$ cat config.mk
export PLATFORM = sky130hd
export DESIGN_NAME = mdio_phy_responder_flat
export DESIGN_NICKNAME = d
export VERILOG_FILES = /design/src/rtl/mdio_phy_responder_if.sv /design/src/rtl/mdio_phy_responder.sv /design/src/flat_wrapper.sv
export SDC_FILE = /design/constraint.sdc
export NUM_CORES = 1
export LEC_CHECK = 0
export ABC_AREA = 1
export BUFFER_PORTS_ARGS = -buffer_cell sky130_fd_sc_hd__buf_2
export CORE_MARGIN = 3
export CORE_UTILIZATION = 35
export DETAILED_ROUTE_END_ITERATION = 8
export MAX_ROUTING_LAYER = met4
export PLACE_DENSITY = 0.5
export SLEW_MARGIN = 30
export SYNTH_ARGS = -nofsm -noshare
export SYNTH_HDL_FRONTEND = slang
export SYNTH_SLANG_ARGS = --single-unit
$ cat constraint.sdc
create_clock -name clk_125M -period 2.8 [get_ports clk_125M]
set_clock_uncertainty 0.2 [all_clocks]
set_input_delay 0.14 -clock clk_125M [delete_from_list [all_inputs] [get_ports clk_125M]]
set_output_delay 0.14 -clock clk_125M [all_outputs]
set_load 0.05 [all_outputs]
$ cat src/rtl/mdio_phy_responder_if.sv
`timescale 1ns/1ps
// MDIO pin pair, link status and BMCR-derived control levels of the on-chip PHY model.
interface mdio_phy_responder_if;
    logic       mdc;
    logic       mdio_in;
    logic       mdio_out;
    logic       mdio_z;
    logic       link_up;
    logic       loopback_en;
    logic [1:0] speed_sel;
    logic       an_en;
    logic       fulldpx_en;
    logic       wr_pulse;

    modport master (
        output mdc, mdio_in, link_up,
        input  mdio_out, mdio_z, loopback_en, speed_sel, an_en, fulldpx_en, wr_pulse
    );

    modport slave (
        input  mdc, mdio_in, link_up,
        output mdio_out, mdio_z, loopback_en, speed_sel, an_en, fulldpx_en, wr_pulse
    );
endinterface

$ cat src/rtl/mdio_phy_responder.sv
`timescale 1ns/1ps
// Clause 22 MDIO responder: decodes oversampled MDC/MDIO frames, serves BMCR/BMSR/PHYID
// and drives read data on MDIO after each detected MDC fall.
module mdio_phy_responder #(
    parameter logic [4:0]  PHY_ADDR     = 5'd1,
    parameter int          PREAMBLE_LEN = 32,
    parameter logic [15:0] PHY_ID1      = 16'h0022,
    parameter logic [15:0] PHY_ID2      = 16'h1622,
    parameter logic [15:0] BMCR_RST     = 16'h1140
) (
    input  logic                 clk_125M,
    input  logic                 rst_n,
    mdio_phy_responder_if.slave  phy_bus
);
    localparam int PRE_W = $clog2(PREAMBLE_LEN + 1);
    localparam int CNT_W = (PRE_W > 5) ? PRE_W : 5;
    localparam logic [CNT_W-1:0] PRE_MAX = CNT_W'(PREAMBLE_LEN);
    localparam logic [CNT_W-1:0] C1  = CNT_W'(1);
    localparam logic [CNT_W-1:0] C4  = CNT_W'(4);
    localparam logic [CNT_W-1:0] C15 = CNT_W'(15);
    localparam logic [CNT_W-1:0] C16 = CNT_W'(16);
    localparam logic [15:0] BMSR_BASE = 16'h7809;

    typedef enum logic [2:0] {S_IDLE, S_ST, S_OP, S_PHYAD, S_REGAD, S_TA, S_DATA} state_t;

    logic r_mdc_meta, r_mdc_sync, r_mdc_dly, r_mdio_meta, r_mdio_sync;
    logic w_mdc_rise, w_mdc_fall;

    state_t           r_state, w_state_next;
    logic [CNT_W-1:0] r_cnt, w_cnt_next;
    logic [4:0]       r_addr, w_addr_next, w_addr5;
    logic [15:0]      r_sh, w_sh_next, w_wdata, w_rd_val;
    logic             r_rd, w_rd_next;
    logic             r_mdio_out, w_mdio_out_next;
    logic             r_mdio_z, w_mdio_z_next;
    logic [15:0]      r_bmcr, w_bmcr_next;
    logic             r_wr_pulse, w_wr_pulse_next;
    logic             r_link, w_rd_done;

    always_ff @(posedge clk_125M or negedge rst_n) begin
        if (!rst_n) begin
            r_mdc_meta  <= 1'b0;
            r_mdc_sync  <= 1'b0;
            r_mdc_dly   <= 1'b0;
            r_mdio_meta <= 1'b0;
            r_mdio_sync <= 1'b0;
        end else begin
            r_mdc_meta  <= phy_bus.mdc;
            r_mdc_sync  <= r_mdc_meta;
            r_mdc_dly   <= r_mdc_sync;
            r_mdio_meta <= phy_bus.mdio_in;
            r_mdio_sync <= r_mdio_meta;
        end
    end

    assign w_mdc_rise = r_mdc_sync & ~r_mdc_dly;
    assign w_mdc_fall = ~r_mdc_sync & r_mdc_dly;
    assign w_addr5    = {r_addr[3:0], r_mdio_sync};
    assign w_wdata    = {r_sh[14:0], r_mdio_sync};

    // Read value is chosen from the register address completed by the current sample.
    always_comb begin
        case (w_addr5)
            5'd0:    w_rd_val = {1'b0, r_bmcr[14:0]};
            5'd1:    w_rd_val = {BMSR_BASE[15:3], r_link, BMSR_BASE[1:0]};
            5'd2:    w_rd_val = PHY_ID1;
            5'd3:    w_rd_val = PHY_ID2;
            default: w_rd_val = 16'h0000;
        endcase
    end

    always_comb begin
        w_state_next    = r_state;
        w_cnt_next      = r_cnt;
        w_addr_next     = r_addr;
        w_sh_next       = r_sh;
        w_rd_next       = r_rd;
        w_mdio_out_next = r_mdio_out;
        w_mdio_z_next   = r_mdio_z;
        w_bmcr_next     = r_bmcr;
        w_wr_pulse_next = 1'b0;
        w_rd_done       = 1'b0;
        if (w_mdc_rise) begin
            case (r_state)
                S_IDLE: begin
                    if (r_mdio_sync) begin
                        if (r_cnt < PRE_MAX) w_cnt_next = r_cnt + C1;
                    end else begin
                        w_cnt_next = '0;
                        if (r_cnt >= PRE_MAX) w_state_next = S_ST;
                    end
                end
                S_ST: begin
                    w_cnt_next   = '0;
                    w_state_next = r_mdio_sync ? S_OP : S_IDLE;
                end
                S_OP: begin
                    w_addr_next = w_addr5;
                    if (r_cnt == '0) begin
                        w_cnt_next = C1;
                    end else begin
                        w_cnt_next = '0;
                        case ({r_addr[0], r_mdio_sync})
                            2'b10:   begin w_rd_next = 1'b1; w_state_next = S_PHYAD; end
                            2'b01:   begin w_rd_next = 1'b0; w_state_next = S_PHYAD; end
                            default: w_state_next = S_IDLE;
                        endcase
                    end
                end
                S_PHYAD: begin
                    w_addr_next = w_addr5;
                    if (r_cnt == C4) begin
                        w_cnt_next   = '0;
                        w_state_next = (w_addr5 == PHY_ADDR) ? S_REGAD : S_IDLE;
                    end else begin
                        w_cnt_next = r_cnt + C1;
                    end
                end
                S_REGAD: begin
                    w_addr_next = w_addr5;
                    if (r_cnt == C4) begin
                        w_cnt_next   = '0;
                        w_state_next = S_TA;
                        if (r_rd) w_sh_next = w_rd_val;
                    end else begin
                        w_cnt_next = r_cnt + C1;
                    end
                end
                S_TA: begin
                    if (r_cnt == C1) begin
                        w_cnt_next   = '0;
                        w_state_next = S_DATA;
                    end else begin
                        w_cnt_next = r_cnt + C1;
                    end
                end
                S_DATA: begin
                    if (r_rd) begin
                        w_cnt_next = r_cnt + C1;
                    end else begin
                        w_sh_next = w_wdata;
                        if (r_cnt == C15) begin
                            w_cnt_next   = '0;
                            w_state_next = S_IDLE;
                            // Only BMCR is writable; bits 5:0 are hardwired zero.
                            if (r_addr == 5'd0) begin
                                w_bmcr_next     = w_wdata[15] ? BMCR_RST : {1'b0, w_wdata[14:6], 6'b0};
                                w_wr_pulse_next = 1'b1;
                            end
                        end else begin
                            w_cnt_next = r_cnt + C1;
                        end
                    end
                end
                default: begin
                    w_state_next = S_IDLE;
                    w_cnt_next   = '0;
                end
            endcase
        end else if (w_mdc_fall && r_rd) begin
            if (r_state == S_TA && r_cnt == C1) begin
                w_mdio_z_next   = 1'b0;
                w_mdio_out_next = 1'b0;
            end else if (r_state == S_DATA) begin
                if (r_cnt == C16) begin
                    w_mdio_z_next   = 1'b1;
                    w_mdio_out_next = 1'b0;
                    w_state_next    = S_IDLE;
                    w_cnt_next      = '0;
                    w_rd_done       = (r_addr == 5'd1);
                end else begin
                    w_mdio_out_next = r_sh[15];
                    w_sh_next       = {r_sh[14:0], 1'b0};
                end
            end
        end
    end

    always_ff @(posedge clk_125M or negedge rst_n) begin
        if (!rst_n) begin
            r_state    <= S_IDLE;
            r_cnt      <= '0;
            r_addr     <= '0;
            r_sh       <= '0;
            r_rd       <= 1'b0;
            r_mdio_out <= 1'b0;
            r_mdio_z   <= 1'b1;
            r_bmcr     <= BMCR_RST;
            r_wr_pulse <= 1'b0;
        end else begin
            r_state    <= w_state_next;
            r_cnt      <= w_cnt_next;
            r_addr     <= w_addr_next;
            r_sh       <= w_sh_next;
            r_rd       <= w_rd_next;
            r_mdio_out <= w_mdio_out_next;
            r_mdio_z   <= w_mdio_z_next;
            r_bmcr     <= w_bmcr_next;
            r_wr_pulse <= w_wr_pulse_next;
        end
    end

    // Latched-low link: a low level always wins over a completing BMSR read.
    always_ff @(posedge clk_125M or negedge rst_n) begin
        if (!rst_n) begin
            r_link <= 1'b0;
        end else if (!phy_bus.link_up) begin
            r_link <= 1'b0;
        end else if (w_rd_done) begin
            r_link <= 1'b1;
        end
    end

    assign phy_bus.mdio_out    = r_mdio_out;
    assign phy_bus.mdio_z      = r_mdio_z;
    assign phy_bus.loopback_en = r_bmcr[14];
    assign phy_bus.speed_sel   = {r_bmcr[6], r_bmcr[13]};
    assign phy_bus.an_en       = r_bmcr[12];
    assign phy_bus.fulldpx_en  = r_bmcr[8];
    assign phy_bus.wr_pulse    = r_wr_pulse;
endmodule

$ cat src/flat_wrapper.sv
// flat-port wrapper written by rule: the top's interface ports become plain ports
module mdio_phy_responder_flat 
#(
    parameter logic [4:0]  PHY_ADDR     = 5'd1,
    parameter int          PREAMBLE_LEN = 32,
    parameter logic [15:0] PHY_ID1      = 16'h0022,
    parameter logic [15:0] PHY_ID2      = 16'h1622,
    parameter logic [15:0] BMCR_RST     = 16'h1140
)
  (clk_125M, rst_n, phy_bus_mdc, phy_bus_mdio_in, phy_bus_link_up, phy_bus_mdio_out, phy_bus_mdio_z, phy_bus_loopback_en, phy_bus_speed_sel, phy_bus_an_en, phy_bus_fulldpx_en, phy_bus_wr_pulse);
  mdio_phy_responder_if phy_bus_i ();
  input  logic clk_125M;
  input  logic rst_n;
  input wire logic [$bits(phy_bus_i.mdc)-1:0] phy_bus_mdc;
  input wire logic [$bits(phy_bus_i.mdio_in)-1:0] phy_bus_mdio_in;
  input wire logic [$bits(phy_bus_i.link_up)-1:0] phy_bus_link_up;
  output wire logic [$bits(phy_bus_i.mdio_out)-1:0] phy_bus_mdio_out;
  output wire logic [$bits(phy_bus_i.mdio_z)-1:0] phy_bus_mdio_z;
  output wire logic [$bits(phy_bus_i.loopback_en)-1:0] phy_bus_loopback_en;
  output wire logic [$bits(phy_bus_i.speed_sel)-1:0] phy_bus_speed_sel;
  output wire logic [$bits(phy_bus_i.an_en)-1:0] phy_bus_an_en;
  output wire logic [$bits(phy_bus_i.fulldpx_en)-1:0] phy_bus_fulldpx_en;
  output wire logic [$bits(phy_bus_i.wr_pulse)-1:0] phy_bus_wr_pulse;
  assign phy_bus_i.mdc = phy_bus_mdc;
  assign phy_bus_i.mdio_in = phy_bus_mdio_in;
  assign phy_bus_i.link_up = phy_bus_link_up;
  assign phy_bus_mdio_out = phy_bus_i.mdio_out;
  assign phy_bus_mdio_z = phy_bus_i.mdio_z;
  assign phy_bus_loopback_en = phy_bus_i.loopback_en;
  assign phy_bus_speed_sel = phy_bus_i.speed_sel;
  assign phy_bus_an_en = phy_bus_i.an_en;
  assign phy_bus_fulldpx_en = phy_bus_i.fulldpx_en;
  assign phy_bus_wr_pulse = phy_bus_i.wr_pulse;
  mdio_phy_responder #(.PHY_ADDR(PHY_ADDR), .PREAMBLE_LEN(PREAMBLE_LEN), .PHY_ID1(PHY_ID1), .PHY_ID2(PHY_ID2), .BMCR_RST(BMCR_RST)) u_core (.clk_125M(clk_125M), .rst_n(rst_n), .phy_bus(phy_bus_i));
endmodule
---- Word-level counts from Yosys, hierarchy flattened ----
Index checks and enable logic that the tools add are counted.
operators by class
  shifts and indexed selects .............. 0
  magnitude comparators ................... 2
  add/subtract/negate cells ............... 1
  div/mod/pow operators ................... 0
  muxes and demuxes ....................... 60
  bitwise gates (word level) .............. 7
  equality and inequality tests ........... 29
  $mul .................................... 0
  reductions and logical operators ........ 24
operators by type and width
  cell                                                             count
  16-bit 2-to-1 mux                                                8
  6-bit 2-to-1 mux                                                 11
  15-bit case mux with 4 select lines                              1
  3-bit 2-to-1 mux                                                 14
  16-bit case mux with 2 select lines                              1
  6-bit case mux with 5 select lines                               1
  3-bit != test, second input constant                             9
  3-bit case mux with 7 select lines                               1
  1-bit 2-to-1 mux                                                 19
  15-bit 2-to-1 mux                                                1
  2-bit nonzero test                                               7
  12-bit AND reduction                                             1
  5-bit by 1-bit == test with 1-bit output, second input constant  2
  5-bit by 2-bit == test with 1-bit output, second input constant  2
  5-bit logical NOT                                                2
  5-bit AND reduction                                              2
  3-bit == test, second input constant                             3
  4-bit AND reduction                                              2
  8-bit AND reduction                                              1
  6-bit by 1-bit adder with 6-bit output, second input constant    1
  3-bit by 2-bit == test with 1-bit output, second input constant  2
  6-bit by 1-bit == test with 1-bit output, second input constant  1
  6-bit by 3-bit == test with 1-bit output, second input constant  1
  6-bit by 4-bit == test with 1-bit output, second input constant  1
  19 further kinds                                                 29
word-level totals
  memory bits (writable) .................. 0
  memories kept ........................... 0
  bits in read-only memories .............. 0
  latch bits .............................. 0
  flip-flop bits (word level) ............. 55
  bits of input ports ..................... 5

---- Logic depth before layout (Yosys ltp) ----
Gate-level depths: netlist of run 1.
  depth after elaboration ................. 8
  mapped depth ............................ 12
  mapped depth without buffers ............ 12

---- Worst setup path before layout of run 1 ----
OpenSTA, ideal clock, no wires.
  path type ............................... register to register
  from .................................... register u_core.r_cnt[0]
  to ...................................... register u_core.r_sh[4]
  cell stages (with the launch flop) ...... 13
  setup slack ............................. 831 ps
  data arrival time ....................... 1652 ps
  data required time ...................... 2483 ps
  clock period less this slack ............ 1969 ps
  library setup time ...................... 117 ps
  path through ............................ dfrtp_1 -> inv_1 -> ha_1 -> inv_1 -> nor2_1 -> nand3_1 -> nand2_1 -> nand2_1 -> a21oi_4 -> nand2_4 -> buf_6 -> nand2_1 -> nand2_1
between the ends
  longest elaborated chain between the ends .. 4
RTL lines
  item                                                line                       text
  from (decl)                                         mdio_phy_responder.sv:30   logic [CNT_W-1:0] r_cnt, w_cnt_next;
  from (signal assigned)                              mdio_phy_responder.sv:192  r_cnt <= w_cnt_next;
  6-bit by 1-bit == test with 1-bit output            mdio_phy_responder.sv:161  if (r_state == S_TA && r_cnt == C1) begin
  1-bit logical AND                                   mdio_phy_responder.sv:161
  2-bit by 1-bit != test with 1-bit output (no line)  n/a
  8-bit AND reduction (no line) (*)                   n/a
  to (signal assigned)                                mdio_phy_responder.sv:194  r_sh <= w_sh_next;
  to (decl)                                           mdio_phy_responder.sv:32   logic [15:0] r_sh, w_sh_next, w_wdata, w_rd_val;
Mark *: on every way between the ends. The rest lies on a longest branch, timed or not.
A chain may end at the register's enable or synchronous reset.

---- Worst setup path in the final report of run 1 ----
  from .................................... register u_core.r_cnt[0]
  to ...................................... register u_core.r_sh[12]
Same word-level chain as after synthesis.

==> impl_metrics.csv, run 1 <==
group,metric,value,unit
cells_and_area,layout-drive-gt1-share,12.8,%
placement,dp_slack,642,ps
sta,period_share,79.3,%
sta,drv_slew,0,
floorplanning,core,7890,sq um
outcome,status,"finished clean",
floorplanning,num_io_pins,13,
detailed_routing,highest_layer,"met4",
floorplanning,die_area,9420,sq um
detailed_routing,post-route-drc-count,0,
cells_and_area,nets,432,
sta,worstMarginPinSlew,555,ps
sta,period_needed,2220,ps
pwr,power.total,1.54,mW
detailed_routing,via_per_inst,4.88,
critical_path,cp-start-kind,"flip-flop",
grt,grt_max_degree,25,
critical_path,worstSetupEndpointType,"flip-flop",
cts,clock_latency,310,ps
detailed_routing,postRouteAntennaNets,0,
pwr,p_leak,1.73,nW
grt,grt_pass1_vias,2431,
pwr,max-vdd-ir-drop,0.000207,V
cells_and_area,fillers,834,
logic_synthesis,ys_types,34,
logic_synthesis,postSynthCellCount,401,
detailed_routing,met3_length,295,microns
detailed_routing,drtIter0Drc,172,
critical_path,crit_chain,"inv_1 -> ha_1 -> inv_1 -> nor2_1 -> nand3_1 -> nand2_1 -> nand2_1 -> a21oi_4 -> buf_4 -> nand3_1 -> nand2_1",
critical_path,critPathMostFrequentCell,"nand2_1",
logic_synthesis,yosysSeqAreaShare,42.4,%
detailed_routing,wire_per_inst,13.1,microns
sta,max_freq,0.451,GHz
critical_path,crit_family,"simple AND/OR/NAND/NOR gates",
cts,cts-resized-gates,0,
placement,dp_cells,511,
floorplanning,rows,32,
floorplanning,start_util,36.8,%
placement,gp_congestion,0.893,
detailed_routing,drt-total-wl,6.87,mm
sta,setup_viol,0,
logic_synthesis,synth_area_leaders,"dfrtp_1, nand2_1, nand3_1",
sta,timing.slew.headroom,63.0,%
logic_synthesis,yosysWarnings,0,
logic_synthesis,synth_fp_nets,413,
grt,gr-total-overflow,0,
grt,antenna_found_initial,0,
sta,final.setup.tns,0,ps
detailed_routing,firstDrtPassIters,4,
cts,cts_buffers,5,
critical_path,cp_slowest_cell,"dfrtp_1",
grt,grt_pass1_wl,11.7,mm
cells_and_area,syn2layout_area_growth,11.4,%
critical_path,crit_fanout,16,
sta,whs,140,ps
critical_path,crit_type,"flip-flop to flip-flop",
cts,cts_tree,"done",
cells_and_area,fin_cells,523,
worst_hold_path,worst_hold_path_type,"input pin to async pin",
cts,cts.clk_slew.worst_paths,100,ps
detailed_routing,met1_length,3.51,mm
grt,grt_usage,15.6,%
logic_synthesis,avgSynthCellArea,7.24,sq um
logic_synthesis,synth.top_cell.area_share,38.8,%
critical_path,cp_num_buf_inv,3,
floorplanning,fp.dieH,97.1,microns
detailed_routing,route.met2.wl,2.93,mm
critical_path,cp.arrival,2270,ps
cells_and_area,layout_commonest_cell,"nand2_1",
sta,finalHoldViolCount,0,
run,cap_violations,0,
logic_synthesis,synth-seq-cells,49,
sta,worst_slack,581,ps
cts,htree_levels,2,
critical_path,max_stage_delay,450,ps
placement,io_buffer_count,12,
critical_path,cp.required,2850,ps
cts,clock_tree.root_cell,"clkbuf_8",
logic_synthesis,synth_top_cell_by_area,"dfrtp_1",
placement,dp_hpwl,5.16,mm
pwr,power_density,477,nW/um^2
cells_and_area,num_antenna_cells,0,
sta,rsz0062_at_grt,"false",
cts,cts_buffer_depth,2,
cts,clock-sinks,49,
cells_and_area,final_cell_mix,"nand2_1, nand3_1, dfrtp_1, inv_1, nor2_1",
logic_synthesis,synth_area,2900,sq um
detailed_routing,dr_total_vias,2553,
floorplanning,dieWidth,97.1,microns
-- state kept, by name (all words and copies together), names as in the netlist, 3 cells and up --
signal and count:
u_core.r_bmcr 9, u_core.r_addr 5, u_core.r_cnt 6, u_core.r_sh 16, u_core.r_state 3
-- per-stage QoR --
| stage | cell area, sq um | util [%] |
|---|---|---|
| after global routing | 3230 | 41.0 |
| after CTS | 3230 | 41.0 |
| after detailed placement | 3060 | 38.7 |
| after floorplan | 2900 | - |
| final | 3230 | 41.0 |
| after global placement | 3060 | 38.7 |
-- final timing paths --
path                                   start                    end  slack (ps)  cells after the start
max                          u_core.r_cnt[0]        u_core.r_sh[12]         580                     11
min                                    rst_n      u_core.r_bmcr[10]         140                      2
max reg2reg                  u_core.r_cnt[0]        u_core.r_sh[12]         580                     11
min reg2reg                u_core.r_mdc_meta      u_core.r_mdc_sync         160                      0
max in group asynchronous              rst_n  u_core.phy_bus.mdio_z        1540                      3
min in group clk_125M      u_core.r_mdc_meta      u_core.r_mdc_sync         160                      0
-- logic make-up (layout without fill, tap and decap cells) --
logic type                 Yosys count  in the layout  synth area share (%)
muxes                                1              1                 0.388
adders and majority gates            7              7                  3.02
DFF                                 49             49                  42.4
AOI/OAI and AO/OA                   41             41                  8.58
and+or+nand+nor                    246            246                  36.5
buffers and inverters               57             77                  9.06
-- cell usage after synthesis (all sizes together) --
cell / n
nor2b: 1
o22ai: 2
buf: 12
o21a: 1
nand3b: 1
dfrtp: 45
o21ai: 22
nor2: 35
clkinv: 1
nand4: 7
a21oi: 14
nor4: 1
inv: 44
dfstp: 4
nor3: 2
ha: 7
mux2: 1
a21boi: 1
nand3: 48
or2: 1
o211ai: 1
nand2: 150
-- power by group --
group          switching (mW)  internal [mW]  leakage [nW]  total, mW
Clock                   0.264          0.360        0.0687      0.624
Combinational           0.114         0.0577          1.01      0.172
Sequential             0.0214          0.724         0.654      0.746
Total                   0.399           1.14          1.73       1.54
-- metal layers --
layer | global-route usage (%) | up-vias
met2 | 22.7 | 55
li1 | - | 1313
met1 | 22.0 | 1167
met5 | - | -
met4 | 5.18 | 0
met3 | 2.66 | 18
-- area by class of cell --
cell class / count / area [sq um] / area share (%)
Multi-Input combinational cell: 295 / 1410 / 43.5
Sequential cell: 49 / 1230 / 38.1
Inverter: 45 / 169 / 5.22
Timing Repair Buffer: 24 / 160 / 4.95
Tap cell: 102 / 128 / 3.95
Clock buffer: 5 / 68.8 / 2.13
Clock inverter: 3 / 68.8 / 2.13
-- what timing repair did --
| action | 4_1_cts | 5_1_grt |
|---|---|---|
| endpoints found under the hold margin | 25 | 0 |
| hold buffers | 4 | 0 |
| endpoints found under the setup margin | 0 | 0 |
| buffers inserted | 0 | 0 |
Power figures use the tool's default switching activity.
==> inputs of run 2 (changes only) <==
PLACE_DENSITY = 0.52   (was 0.5)
clock period = 2 ns   (was 2.8 ns; I/O delays follow)
==> run 2 against run 1 <==
Net effect:
- die area stayed put
- critical path type unchanged
- via count is 4.1% higher
- non-clock buffer count is 26 higher
- sequential share of layout area is 3.4 points lower
- fmax is 16% higher
- worst setup slack worse by 490 ps
- final cell count is 5.2% higher
- largest power group unchanged
- highest routed layer unchanged
- register-to-register slack worse by 490 ps
==> impl_metrics.csv, run 2 (synthesized netlist as in run 1, its figures left out) <==
group,metric,value,unit
critical_path,reg2reg_from,"u_core.r_cnt[1]",
floorplanning,fp.dieH,97.1,microns
grt,grt_pass1_vias,2461,
worst_hold_path,worst_hold_path_type,"input pin to async pin",
cts,clock_latency,310,ps
sta,worstMarginPinSlew,472,ps
grt,grt_usage,16.2,%
placement,placed_area,3240,sq um
critical_path,cp-start-kind,"flip-flop",
cts,htree_levels,2,
cts,clock-sinks,49,
detailed_routing,drtIter0Drc,165,
critical_path,crit_chain,"inv_2 -> ha_4 -> inv_1 -> nor2_2 -> nand3_2 -> nand2_2 -> nand2_2 -> a21oi_4 -> buf_12 -> buf_2 -> nand3_1 -> nand2_1",
pwr,power.total,2.12,mW
sta,finalHoldViolCount,0,
cells_and_area,final_cell_mix,"nand2_1, nand3_1, dfrtp_1, inv_1, buf_4",
cells_and_area,seqCellArea,1230,sq um
cts,clock_tree.root_cell,"clkbuf_8",
grt,grt_max_degree,32,
sta,max_freq,0.523,GHz
critical_path,max_stage_delay,420,ps
sta,timing.slew.headroom,68.5,%
outcome,status,"finished clean",
cells_and_area,multi_input_area,1510,sq um
detailed_routing,postRouteAntennaNets,0,
cells_and_area,largest_registers,"u_core.r_sh: 16 flops, u_core.r_bmcr: 9 flops, u_core.r_cnt: 6 flops",
critical_path,cp_slowest_cell,"dfrtp_1",
critical_path,cp.arrival,1980,ps
floorplanning,dieWidth,97.1,microns
cells_and_area,syn2layout_area_growth,22.6,%
placement,gp_congestion,0.905,
critical_path,critPathMostFrequentCell,"nand2_2",
floorplanning,core,7890,sq um
detailed_routing,wire_per_inst,13.1,microns
floorplanning,num_io_pins,13,
cells_and_area,fillers,823,
critical_path,cp.required,2060,ps
detailed_routing,via_per_inst,4.83,
sta,drv_slew,0,
pwr,max-vdd-ir-drop,0.000278,V
cells_and_area,largest_reg_flops,16,
cells_and_area,nets,459,
detailed_routing,firstDrtPassIters,4,
grt,gr-total-overflow,0,
critical_path,crit_type,"flip-flop to flip-flop",
pwr,p_leak,1.88,nW
critical_path,r2r_cells,12,
cells_and_area,post-route-cell-area,3560,sq um
cells_and_area,layout_commonest_cell,"nand2_1",
cts,cts_buffer_depth,2,
critical_path,r2r_slack,90,ps
sta,period_share,95.6,%
placement,dp_hpwl,5.31,mm
floorplanning,start_util,36.8,%
pwr,power_density,597,nW/um^2
critical_path,worstSetupEndpointType,"flip-flop",
floorplanning,rows,32,
detailed_routing,drt-total-wl,7.19,mm
cells_and_area,regMostFlops,"u_core.r_sh",
sta,period_needed,1910,ps
grt,grt_pass1_wl,12.1,mm
critical_path,crit_fanout,7,
cts,cts_buffers,5,
grt,antenna_found_initial,0,
floorplanning,die_area,9420,sq um
cells_and_area,num_antenna_cells,0,
placement,io_buffer_count,12,
cts,cts.clk_slew.worst_paths,110,ps
run,cap_violations,0,
detailed_routing,post-route-drc-count,0,
cts,cts_tree,"done",
critical_path,r2r_end,"u_core.r_sh[14]",
cells_and_area,layout-drive-gt1-share,23.9,%
sta,setup_viol,0,
detailed_routing,dr_total_vias,2658,
## run 2: cell types whose count changed in the layout (fill, tap and decap cells not counted), sizes merged
cell / before / now
bufinv: 2 / 1
buf: 20 / 46
clkinv: 1 / 2
nand2: 150 / 151
## run 2: through the flow
step / hold WS (ps) / TNS [ps] / instances / util [%] / setup WS (ps)
final: 62.4 / 0 / 550 / 45.1 / 87.0
after detailed placement: -102 / -19.3 / 532 / 41.1 / -6.93
after global routing: 107 / -63.9 / 550 / 45.1 / -12.7
after floorplan: -396 / 0 / 401 / - / 31.3
after CTS: 85.4 / 0 / 547 / 43.7 / 14.4
after global placement: -108 / 0 / 532 / 41.1 / 64.3
## run 2: where the power goes
part / leakage [nW] / internal [mW] / total (mW) / switching, mW
combinational: 1.17 / 0.139 / 0.336 / 0.197
clock: 0.0585 / 0.376 / 0.745 / 0.370
sequential: 0.651 / 1.01 / 1.04 / 0.0291
total: 1.88 / 1.53 / 2.12 / 0.595
## run 2: how the worst max path moves through the flow
stage	depth (start not counted)	endpoint	from	slack (ps)
floorplan	12	u_core.r_sh[4]	u_core.r_cnt[0]	30
global placement	11	u_core.r_sh[5]	u_core.r_cnt[1]	60
detailed placement	11	u_core.r_sh[12]	u_core.r_cnt[1]	-7
CTS	12	u_core.r_sh[14]	u_core.r_cnt[1]	10
global route	11	u_core.r_state[2]	u_core.r_cnt[0]	-10
finish	12	u_core.r_sh[14]	u_core.r_cnt[1]	90
## run 2: area by class of cell
class | count | share of cell area [%]
timing repair buffer | 50 | 11.5
clock buffer | 5 | 1.93
sequential | 49 | 34.7
multi-input combinational | 296 | 42.3
inverter | 45 | 4.75
tap | 102 | 3.59
clock inverter | 3 | 1.23
## run 2: layer usage
| layer | up-vias | share of wire, % | track usage (%) |
|---|---|---|---|
| li1 | 1375 | - | - |
| met1 | 1238 | 51 | 22.8 |
| met2 | 35 | 45 | 24.2 |
| met3 | 10 | 2.9 | 2.44 |
| met4 | 0 | 1.6 | 4.54 |
| met5 | - | 0 | - |
## run 2: worst max-delay path, delay by kind of cell, from the launching register on
kind,cells,cell delay (ps)
and+or+nand+nor,6,520
buffers and inverters,4,440
DFF,1,420
adders and majority gates,1,160
AOI/OAI and AO/OA,1,130
## run 2: what timing repair did
action,CTS,global route
hold endpoints to repair,51,0
hold buffers,4,0
endpoints found under the setup margin,16,25
cloned,2,0
gates resized for setup,5,31
pin swaps,1,6
setup buffers,1,3
==> inputs of run 3 (changes only) <==
CELL_PAD_IN_SITES_DETAIL_PLACEMENT = 2   (was unset)
CELL_PAD_IN_SITES_GLOBAL_PLACEMENT = 2   (was unset)
CORE_UTILIZATION = 32   (was 35)
PLACE_DENSITY = 0.75   (was 0.52)
==> run 3 against run 2 <==
Net effect:
- the flow now finishes with violations (setup timing)
- clock power is 2.8% higher
- sequential cell count stayed put
- fmax is 5.4% lower
- combinational power is 23% higher
- via count is 16% higher
- register-to-register slack worse by 110 ps
- hold slack better by 24 ps
- critical path depth is 5 lower
- final cell count is 4.2% higher
- clock-buffer cell count stayed put
- highest routed layer unchanged
==> impl_metrics.csv, run 3 (synthesized netlist as in run 1, its figures left out) <==
group,metric,value,unit
outcome,violations,"setup timing",
cells_and_area,num_antenna_cells,0,
critical_path,cp_num_buf_inv,1,
cells_and_area,largest_registers,"u_core.r_sh: 16 flops, u_core.r_bmcr: 9 flops, u_core.r_cnt: 6 flops",
cells_and_area,seqCellArea,1240,sq um
cts,cts_buffer_depth,2,
grt,antenna_found_initial,0,
cts,clock_tree.root_cell,"clkbuf_8",
cts,clock-sinks,49,
sta,drv_slew,0,
cells_and_area,fillers,998,
floorplanning,die_area,10200,sq um
grt,grt_usage,21.6,%
sta,period_share,101,%
pwr,p_leak,1.93,nW
sta,rsz0062_at_grt,"true",
detailed_routing,drt-total-wl,12.3,mm
floorplanning,dieWidth,101,microns
cells_and_area,layout-drive-gt1-share,30.8,%
critical_path,critPathMostFrequentCell,"nand2_1",
critical_path,cp-start-kind,"flip-flop",
critical_path,crit_family,"simple AND/OR/NAND/NOR gates",
detailed_routing,dr_total_vias,3077,
sta,timing.slew.headroom,62.7,%
cells_and_area,post-route-cell-area,3810,sq um
detailed_routing,wire_per_inst,21.5,microns
cells_and_area,nets,476,
floorplanning,fp.dieH,101,microns
detailed_routing,drtIter0Drc,161,
detailed_routing,via_per_inst,5.37,
sta,whs,86.4,ps
grt,grt_max_degree,31,
cts,cts_tree,"done",
critical_path,crit_type,"flip-flop to flip-flop",
critical_path,cp.required,2030,ps
grt,grt_pass1_wl,16.8,mm
cts,clock_latency,330,ps
sta,period_needed,2020,ps
grt,gr-total-overflow,0,
placement,gp_congestion,0.858,
detailed_routing,firstDrtPassIters,5,
critical_path,crit_chain,"inv_2 -> nand2_1 -> nor2_1 -> nand2_1 -> nor3_1 -> nand2_1 -> o21a_1",
critical_path,crit_fanout,4,
cells_and_area,largest_reg_flops,16,
cells_and_area,regMostFlops,"u_core.r_sh",
pwr,power_density,583,nW/um^2
cells_and_area,final_cell_mix,"nand2_1, buf_4, dfrtp_1, nand3_1, inv_1",
cells_and_area,layout_commonest_cell,"nand2_1",
critical_path,cp.arrival,2050,ps
worst_hold_path,worst_hold_path_type,"input pin to async pin",
critical_path,max_stage_delay,440,ps
cells_and_area,syn2layout_area_growth,31.5,%
sta,worstMarginPinSlew,560,ps
cts,cts_buffers,5,
placement,dp_hpwl,6.87,mm
cells_and_area,multi_input_area,1610,sq um
critical_path,worstSetupEndpointType,"flip-flop",
detailed_routing,postRouteAntennaNets,0,
cts,cts.clk_slew.worst_paths,110,ps
critical_path,r2r_cells,7,
placement,io_buffer_count,12,
sta,setup_viol,3,
cts,htree_levels,2,
sta,worst_slack,-22.3,ps
floorplanning,rows,34,
pwr,max-vdd-ir-drop,0.000428,V
sta,max_freq,0.494,GHz
placement,placed_area,3260,sq um
run,cap_violations,0,
detailed_routing,post-route-drc-count,0,
critical_path,crit_cells,7,
floorplanning,num_io_pins,13,
floorplanning,core,8760,sq um
outcome,status,"finished with violations",
critical_path,cp_slowest_cell,"dfrtp_2",
floorplanning,start_util,33.1,%
sta,finalHoldViolCount,0,
grt,grt_pass1_vias,3095,
## run 3: cell types whose count changed in the layout (fill, tap and decap cells not counted), sizes merged
cell	before	now
clkinvlp	0	2
inv	45	44
buf	46	62
## run 3: path summary, 6_finish.rpt
kind / startpoint / end / slack (ps)
max: u_core.r_state[2] / u_core.r_rd / -20
min: rst_n / u_core.r_mdio_meta / 90
max reg2reg: u_core.r_state[2] / u_core.r_rd / -20
min reg2reg: u_core.r_mdc_meta / u_core.r_mdc_sync / 180
max in group asynchronous: rst_n / u_core.r_bmcr[8] / 880
min in group clk_125M: u_core.r_mdc_meta / u_core.r_mdc_sync / 180
## run 3: worst register-to-register path: stages (launching register included)
cell     delay, ps
dfrtp_2        440
inv_2          120
nand2_1        140
nor2_1         260
nand2_1        190
nor3_1         320
nand2_1        120
o21a_1         130
## run 3: where the power goes
group          total, mW  switching [mW]  internal [mW]
Sequential          1.05          0.0293           1.02
Clock              0.766           0.390          0.376
Combinational      0.413           0.254          0.159
## run 3: metrics by stage
step / instances / total power, mW / setup slack [ps] / TNS (ps) / utilization, %
4_1_cts: 561 / 2.17 / 0.947 / 0 / 40.2
5_1_grt: 573 / 2.31 / -207 / -2030 / 43.5
2_1_floorplan: 401 / 1.22 / 31.3 / 0 / -
3_5_place_dp: 542 / 1.36 / -76.2 / -399 / 37.2
3_3_place_gp: 542 / 1.35 / 2.51 / 0 / 37.2
6_report: 573 / 2.22 / -22.3 / -56.9 / 43.5
## run 3: timing repair
item / in CTS / in global routing
setup endpoints to repair: 19 / 35
buffers inserted: 5 / 11
hold buffers: 4 / 0
endpoints found under the hold margin: 22 / 0
gates cloned: 2 / 1
gates resized for setup: 17 / 53
pin swaps: 2 / 29
## run 3: layer usage
layer / share of wire [%] / vias to the layer above / global-route usage, %
met5: 0 / - / -
met4: 4.1 / 0 / 5.21
met3: 2.7 / 39 / 2.75
met2: 48 / 68 / 35.9
met1: 45 / 1566 / 27.9
li1: - / 1404 / -
## run 3: layout make-up
class,instances,area share [%]
Timing Repair inverter,1,0.131
Clock buffer,5,1.80
Sequential cell,49,32.4
Timing Repair Buffer,66,14.1
Tap cell,108,3.54
Clock inverter,3,1.15
Multi-Input combinational cell,296,42.3
Inverter,45,4.53
